File: config.mk
export PLATFORM = sky130hd
export DESIGN_NAME = uart_tx_cfg
export DESIGN_NICKNAME = d
export VERILOG_FILES = /design/src/rtl/uart_pkg.sv /design/src/rtl/uart_tx_fifo.sv /design/src/rtl/uart_tx_cfg.sv
export SDC_FILE = /design/constraint.sdc
export NUM_CORES = 1
export LEC_CHECK = 0
export CORE_MARGIN = 10
export CORE_UTILIZATION = 30
export CTS_CLUSTER_SIZE = 10
export DETAILED_ROUTE_END_ITERATION = 6
export PLACE_DENSITY_LB_ADDON = 0.08
export SLEW_MARGIN = 10
export SYNTH_ARGS = -nofsm -noshare
export SYNTH_HDL_FRONTEND = slang
export SYNTH_SLANG_ARGS = --single-unit
File: constraint.sdc
create_clock -name i_CLK -period 4.6 [get_ports i_CLK]
set_clock_uncertainty 0.1 [all_clocks]
set_input_delay 1.15 -clock i_CLK [delete_from_list [all_inputs] [get_ports i_CLK]]
set_output_delay 1.15 -clock i_CLK [all_outputs]
set_load 0.02 [all_outputs]
File: src/rtl/uart_pkg.sv
// Shared encodings for the configurable UART transmitter:
// FSM states, data-bit-count codes and the minimum bit divisor.
package uart_pkg;

   typedef enum logic [2:0] {
      ST_IDLE,
      ST_START,
      ST_DATA,
      ST_PARITY,
      ST_STOP1,
      ST_STOP2
   } tx_state_t;

   typedef enum logic [1:0] {
      DBITS_5 = 2'b00,
      DBITS_6 = 2'b01,
      DBITS_7 = 2'b10,
      DBITS_8 = 2'b11
   } data_bits_t;

   localparam int unsigned MIN_CLKS_PER_BIT = 2;

   // Index of the final data bit (4..7 for 5..8 data bits).
   function automatic logic [2:0] last_data_idx(input data_bits_t bits);
      return {1'b1, bits};
   endfunction

endpackage

File: src/rtl/uart_tx_fifo.sv
// Transmit byte FIFO: power-of-two depth, head word visible combinationally,
// occupancy count kept in a register so full/empty never see same-cycle pops.
module uart_tx_fifo
   import uart_pkg::*;
#(
   parameter int unsigned DEPTH = 4,
   parameter int unsigned WIDTH = 8
) (
   input  logic                     i_CLK,
   input  logic                     i_RSTN,
   input  logic                     push,
   input  logic                     pop,
   input  logic [WIDTH-1:0]         wr_data,
   output logic [WIDTH-1:0]         rd_data,
   output logic                     full,
   output logic                     empty,
   output logic [$clog2(DEPTH):0]   count
);

   localparam int unsigned AW = $clog2(DEPTH);

   logic [WIDTH-1:0] mem [DEPTH];
   logic [AW-1:0]    wr_ptr;
   logic [AW-1:0]    rd_ptr;
   logic             do_push;
   logic             do_pop;

   assign full    = (count == (AW+1)'(DEPTH));
   assign empty   = (count == '0);
   assign do_push = push && !full;
   assign do_pop  = pop && !empty;
   assign rd_data = mem[rd_ptr];

   always_ff @(posedge i_CLK) begin
      if (do_push) mem[wr_ptr] <= wr_data;
   end

   always_ff @(posedge i_CLK or negedge i_RSTN) begin
      if (!i_RSTN) begin
         wr_ptr <= '0;
         rd_ptr <= '0;
         count  <= '0;
      end else begin
         if (do_push) wr_ptr <= wr_ptr + 1'b1;
         if (do_pop)  rd_ptr <= rd_ptr + 1'b1;
         case ({do_push, do_pop})
            2'b10:   count <= count + 1'b1;
            2'b01:   count <= count - 1'b1;
            default: ;
         endcase
      end
   end

endmodule

File: src/rtl/uart_tx_cfg.sv
// Runtime-configurable UART transmitter: 5..8 data bits, optional parity,
// one or two stop bits, programmable bit period, buffered by a small FIFO.
module uart_tx_cfg
   import uart_pkg::*;
#(
   parameter int unsigned CLKDIV_W   = 16,
   parameter int unsigned FIFO_DEPTH = 4
) (
   input  logic                          i_CLK,
   input  logic                          i_RSTN,
   input  logic                          i_Tx_DV,
   input  logic [7:0]                    i_Tx_Byte,
   input  logic [CLKDIV_W-1:0]           i_Clks_Per_Bit,
   input  logic [1:0]                    i_Data_Bits,
   input  logic                          i_Parity_En,
   input  logic                          i_Parity_Odd,
   input  logic                          i_Two_Stop,
   output logic                          o_Tx_Ready,
   output logic                          o_Tx_Serial,
   output logic                          o_Tx_Active,
   output logic                          o_Tx_Done,
   output logic                          o_Overflow,
   output logic [$clog2(FIFO_DEPTH):0]   o_Fifo_Count
);

   tx_state_t           state_r, state_nxt;
   logic [CLKDIV_W-1:0] div_r, div_cnt_r;
   logic [2:0]          bit_idx_r;
   logic [7:0]          shift_r;
   logic                parity_r;
   data_bits_t          dbits_r;
   logic                par_en_r, par_odd_r, two_stop_r;

   logic                fifo_full, fifo_empty, fifo_pop;
   logic [7:0]          fifo_q;
   logic                bit_end, serial_d, done_d;

   assign o_Tx_Ready = !fifo_full;
   assign fifo_pop   = (state_r == ST_IDLE) && !fifo_empty;
   assign bit_end    = (div_cnt_r == div_r - 1'b1);

   uart_tx_fifo #(
      .DEPTH (FIFO_DEPTH),
      .WIDTH (8)
   ) u_fifo (
      .i_CLK   (i_CLK),
      .i_RSTN  (i_RSTN),
      .push    (i_Tx_DV),
      .pop     (fifo_pop),
      .wr_data (i_Tx_Byte),
      .rd_data (fifo_q),
      .full    (fifo_full),
      .empty   (fifo_empty),
      .count   (o_Fifo_Count)
   );

   always_ff @(posedge i_CLK or negedge i_RSTN) begin
      if (!i_RSTN) state_r <= ST_IDLE;
      else         state_r <= state_nxt;
   end

   always_comb begin
      state_nxt = state_r;
      case (state_r)
         ST_IDLE:   if (!fifo_empty) state_nxt = ST_START;
         ST_START:  if (bit_end) state_nxt = ST_DATA;
         ST_DATA:   if (bit_end && bit_idx_r == last_data_idx(dbits_r))
                       state_nxt = par_en_r ? ST_PARITY : ST_STOP1;
         ST_PARITY: if (bit_end) state_nxt = ST_STOP1;
         ST_STOP1:  if (bit_end) state_nxt = two_stop_r ? ST_STOP2 : ST_IDLE;
         ST_STOP2:  if (bit_end) state_nxt = ST_IDLE;
         default:   state_nxt = ST_IDLE;
      endcase
   end

   // Line value is chosen for the state being entered so the serial register
   // changes on the same edge as the state register.
   always_comb begin
      serial_d    = 1'b1;
      done_d      = (state_r != ST_IDLE) && (state_nxt == ST_IDLE);
      o_Tx_Active = (state_r != ST_IDLE);
      case (state_nxt)
         ST_START:  serial_d = 1'b0;
         ST_DATA:   serial_d = (state_r == ST_DATA && bit_end) ? shift_r[1] : shift_r[0];
         ST_PARITY: serial_d = (state_r == ST_DATA) ? (parity_r ^ shift_r[0]) : parity_r;
         default:   serial_d = 1'b1;
      endcase
   end

   always_ff @(posedge i_CLK or negedge i_RSTN) begin
      if (!i_RSTN) begin
         o_Tx_Serial <= 1'b1;
         o_Tx_Done   <= 1'b0;
         o_Overflow  <= 1'b0;
         div_r       <= '0;
         div_cnt_r   <= '0;
         bit_idx_r   <= '0;
         shift_r     <= '0;
         parity_r    <= 1'b0;
         dbits_r     <= DBITS_8;
         par_en_r    <= 1'b0;
         par_odd_r   <= 1'b0;
         two_stop_r  <= 1'b0;
      end else begin
         o_Tx_Serial <= serial_d;
         o_Tx_Done   <= done_d;
         o_Overflow  <= i_Tx_DV && fifo_full;
         if (fifo_pop) begin
            shift_r    <= fifo_q;
            div_r      <= (i_Clks_Per_Bit < CLKDIV_W'(MIN_CLKS_PER_BIT)) ?
                          CLKDIV_W'(MIN_CLKS_PER_BIT) : i_Clks_Per_Bit;
            dbits_r    <= data_bits_t'(i_Data_Bits);
            par_en_r   <= i_Parity_En;
            par_odd_r  <= i_Parity_Odd;
            two_stop_r <= i_Two_Stop;
            // Seeding with the odd flag makes the accumulator end on the parity bit.
            parity_r   <= i_Parity_Odd;
            div_cnt_r  <= '0;
            bit_idx_r  <= '0;
         end else if (state_r != ST_IDLE) begin
            if (bit_end) begin
               div_cnt_r <= '0;
               if (state_r == ST_DATA) begin
                  shift_r   <= shift_r >> 1;
                  parity_r  <= parity_r ^ shift_r[0];
                  bit_idx_r <= bit_idx_r + 1'b1;
               end
            end else begin
               div_cnt_r <= div_cnt_r + 1'b1;
            end
         end
      end
   end

endmodule

==> out/qor.yml <==
core-area_um2: 15300
async_flop_share_pct: 65.6
cts_sinks: 93
drtIter0Drc: 215
synthCells: 437
peakVddDrop_mv: 0.248
grt_overflow: 0
insertion_delay_ns: 0.35
cts_setup_buffers: 0
dp_worst_setup_slack_ns: 1.22
ys_warn_count: 0
worst_ep_required_time_ns: 4.79
fin_ws_ns: 1.27
hold_class: "register to register"
vias: 3346
ys_ff_latch: 93
dpl-instance-area_um2: 5320
hold_viol_final: 0
ant_nets: 0
holdWs_ns: 0.373
hold_buffers: 0
slew_headroom_pct: 50.2
grt_max_degree: 36
initial_utilization_pct: 30.8
path_cells: "inv_1 > ha_1 > nor2b_1 > a31o_2 > nand4_1 > nor4_4 > nand3_1 > nor2_1 > mux2i_1 > nand2_1 > o21a_1"
synth_fp_nets: 478
num_io_pins: 40
nets: 517
drc_errors: 0
min_period_ns: 3.33
root_buffer: "clkbuf_16"
avgSynthCellArea_um2: 10.8
grt_pass1_wl_um: 19200
clk_pin_slew_ns: 0.07
cts_tree: "done"
rsz0062_at_grt: "false"
hpwlAfterDp_um: 8130
slowest_stage: "nor2_1"
synthMostInstantiatedCell: "nand2_1"
num_rows: 45
fmax_mhz: 300
power.internal_w: 0.00206
synthToLayoutAreaGrowth_pct: 19.6
seqPwrFrac_pct: 42.7
pwr-share-comb_pct: 33.8
synth_flop_cell: "dfrtp_1"
n_antenna_cell: 0
grt_pass1_vias: 3484
synth_edf_count: 32
switching_share_pct: 37.8
synth-seq-area-share_pct: 53.0
netSwitchingPower_w: 0.00126
critPathMaxStageDelay_ns: 0.58
slew_violations: 0
post_drt_via_cell_ratio: 4.84
fin_area_um2: 5620
grt_usage_pct: 11.4
yosysTopAreaCell: "dfrtp_1"
path_buf_inv: 1
arrival_ns: 3.52
status: "completed"
firstDrtPassIters: 4
dieHeight_um: 145
worstMarginPinSlew_ns: 0.744
power.density_nw_per_um2: 591
path_max_fanout: 11
syn_area_um2: 4700
tns_ns: 0
yosysUniqueCellTypes: 62
cts_resized: 0
drv_cap: 0
clockBufferDepth: 2
finalCritPeriodShare_pct: 72.4
dieArea_um2: 21100
drive_above_1_share_pct: 9.98
ctsHtreeMaxLevel: 3
synth_common_cells: "nand2_1, dfrtp_1, nor2_1"
critical_path_class: "register to register"
cts_buffers: 9
leakage_nw: 2.28
gp_congestion: 0.776
wirelength_um: 11700
wl_per_cell_um: 16.8
critPathLaunchType: "register"
pwr-share-clk_pct: 23.5
die_w_um: 145
instances_no_fill: 692
antenna_found_initial: 0
end_kind: "register"
setup_violations: 0
synth_top_area_share_pct: 30.9
port_buffers: 39
critPathTopFamily: "simple AND/OR/NAND/NOR gates"
synth_area_leaders: "dfrtp_1, edfxtp_1, nand2_1"
placed_cells: 676
## layout by cell type, fill, tap and decap left out, types with 9 or more instances in the layout
master            n
nand2_1          84
a21oi_1           9
clkbuf_16         9
xor2_1           25
xnor2_1          14
clkdlybuf4s50_1  38
dfrtp_1          58
and3_1           11
inv_1            15
nand3_1          19
nor2_1           35
edfxtp_1         32
o21ai_0          15
## cell type report
class,count,area (um^2)
clock buffer,10,229
multi-input combinational,312,2080
tap,211,264
sequential,93,2490
inverter,16,60.1
timing repair buffer,44,423
fill,1513,9640
clock inverter,6,76.3
## power groups by stage
stage          registers, W  clock network (W)  logic, W
3_3_place_gp        0.00143                  0   0.00113
4_1_cts             0.00142           0.000812   0.00114
6_report            0.00142           0.000781   0.00112
5_1_grt             0.00147           0.000850   0.00126
2_1_floorplan       0.00132                  0  0.000888
3_5_place_dp        0.00144                  0   0.00113
## worst min-delay path, delay by kind of cell, from the launching register on
family / cells / cell delay [ns]
AND/OR/NAND/NOR: 2 / 0.10
flip-flops: 1 / 0.37
## sequential cells by signal, summed over array words and instances (netlist names), 2 cells and up
signal         count
dbits_r            2
u_fifo.rd_ptr      2
shift_r            8
bit_idx_r          3
u_fifo.wr_ptr      2
u_fifo.count       3
state_r            3
div_r             16
u_fifo.mem        32
div_cnt_r         16
## per-stage QoR
step           power (W)  util [%]
2_1_floorplan    0.00221         -
4_1_cts          0.00338      36.8
5_1_grt          0.00358      36.8
3_3_place_gp     0.00256      34.8
6_report         0.00332      36.8
3_5_place_dp     0.00257      34.8
## layer usage
metal | GRT usage [%] | up-vias | wire (um)
met2 | 17.2 | 73 | 5260
met1 | 14.9 | 1640 | 5620
met4 | 3.54 | 0 | 176
li1 | - | 1614 | -
met3 | 3.94 | 19 | 598
met5 | 0 | - | 0
## path summary, 6_finish.rpt
kind                            cells past startpoint  slack [ns]                      to              startpoint
min in group asynchronous                           1        0.73   div_r[11]$_DFFE_PN0P_                  i_RSTN
worst min register to register                      2        0.37  dbits_r[0]$_DFFE_PN1P_  dbits_r[0]$_DFFE_PN1P_
max in group asynchronous                           2        2.72   o_Tx_Serial$_DFF_PN1_                  i_RSTN
worst max-delay path                               11        1.27   o_Tx_Serial$_DFF_PN1_    div_r[0]$_DFFE_PN0P_
worst min-delay path                                2        0.37  dbits_r[0]$_DFFE_PN1P_  dbits_r[0]$_DFFE_PN1P_
worst max register to register                     11        1.27   o_Tx_Serial$_DFF_PN1_    div_r[0]$_DFFE_PN0P_
## logic make-up after synthesis
kind of cell	synth area share [%]
AO/OA/AOI/OAI	8.38
XOR/XNOR	7.26
adder cells (fa/ha/maj)	2.55
buffers and inverters	2.82
flip-flops	53.0
multiplexers	4.76
AND/OR/NAND/NOR	21.2
Note: power is estimated with default switching activity, not from simulation.
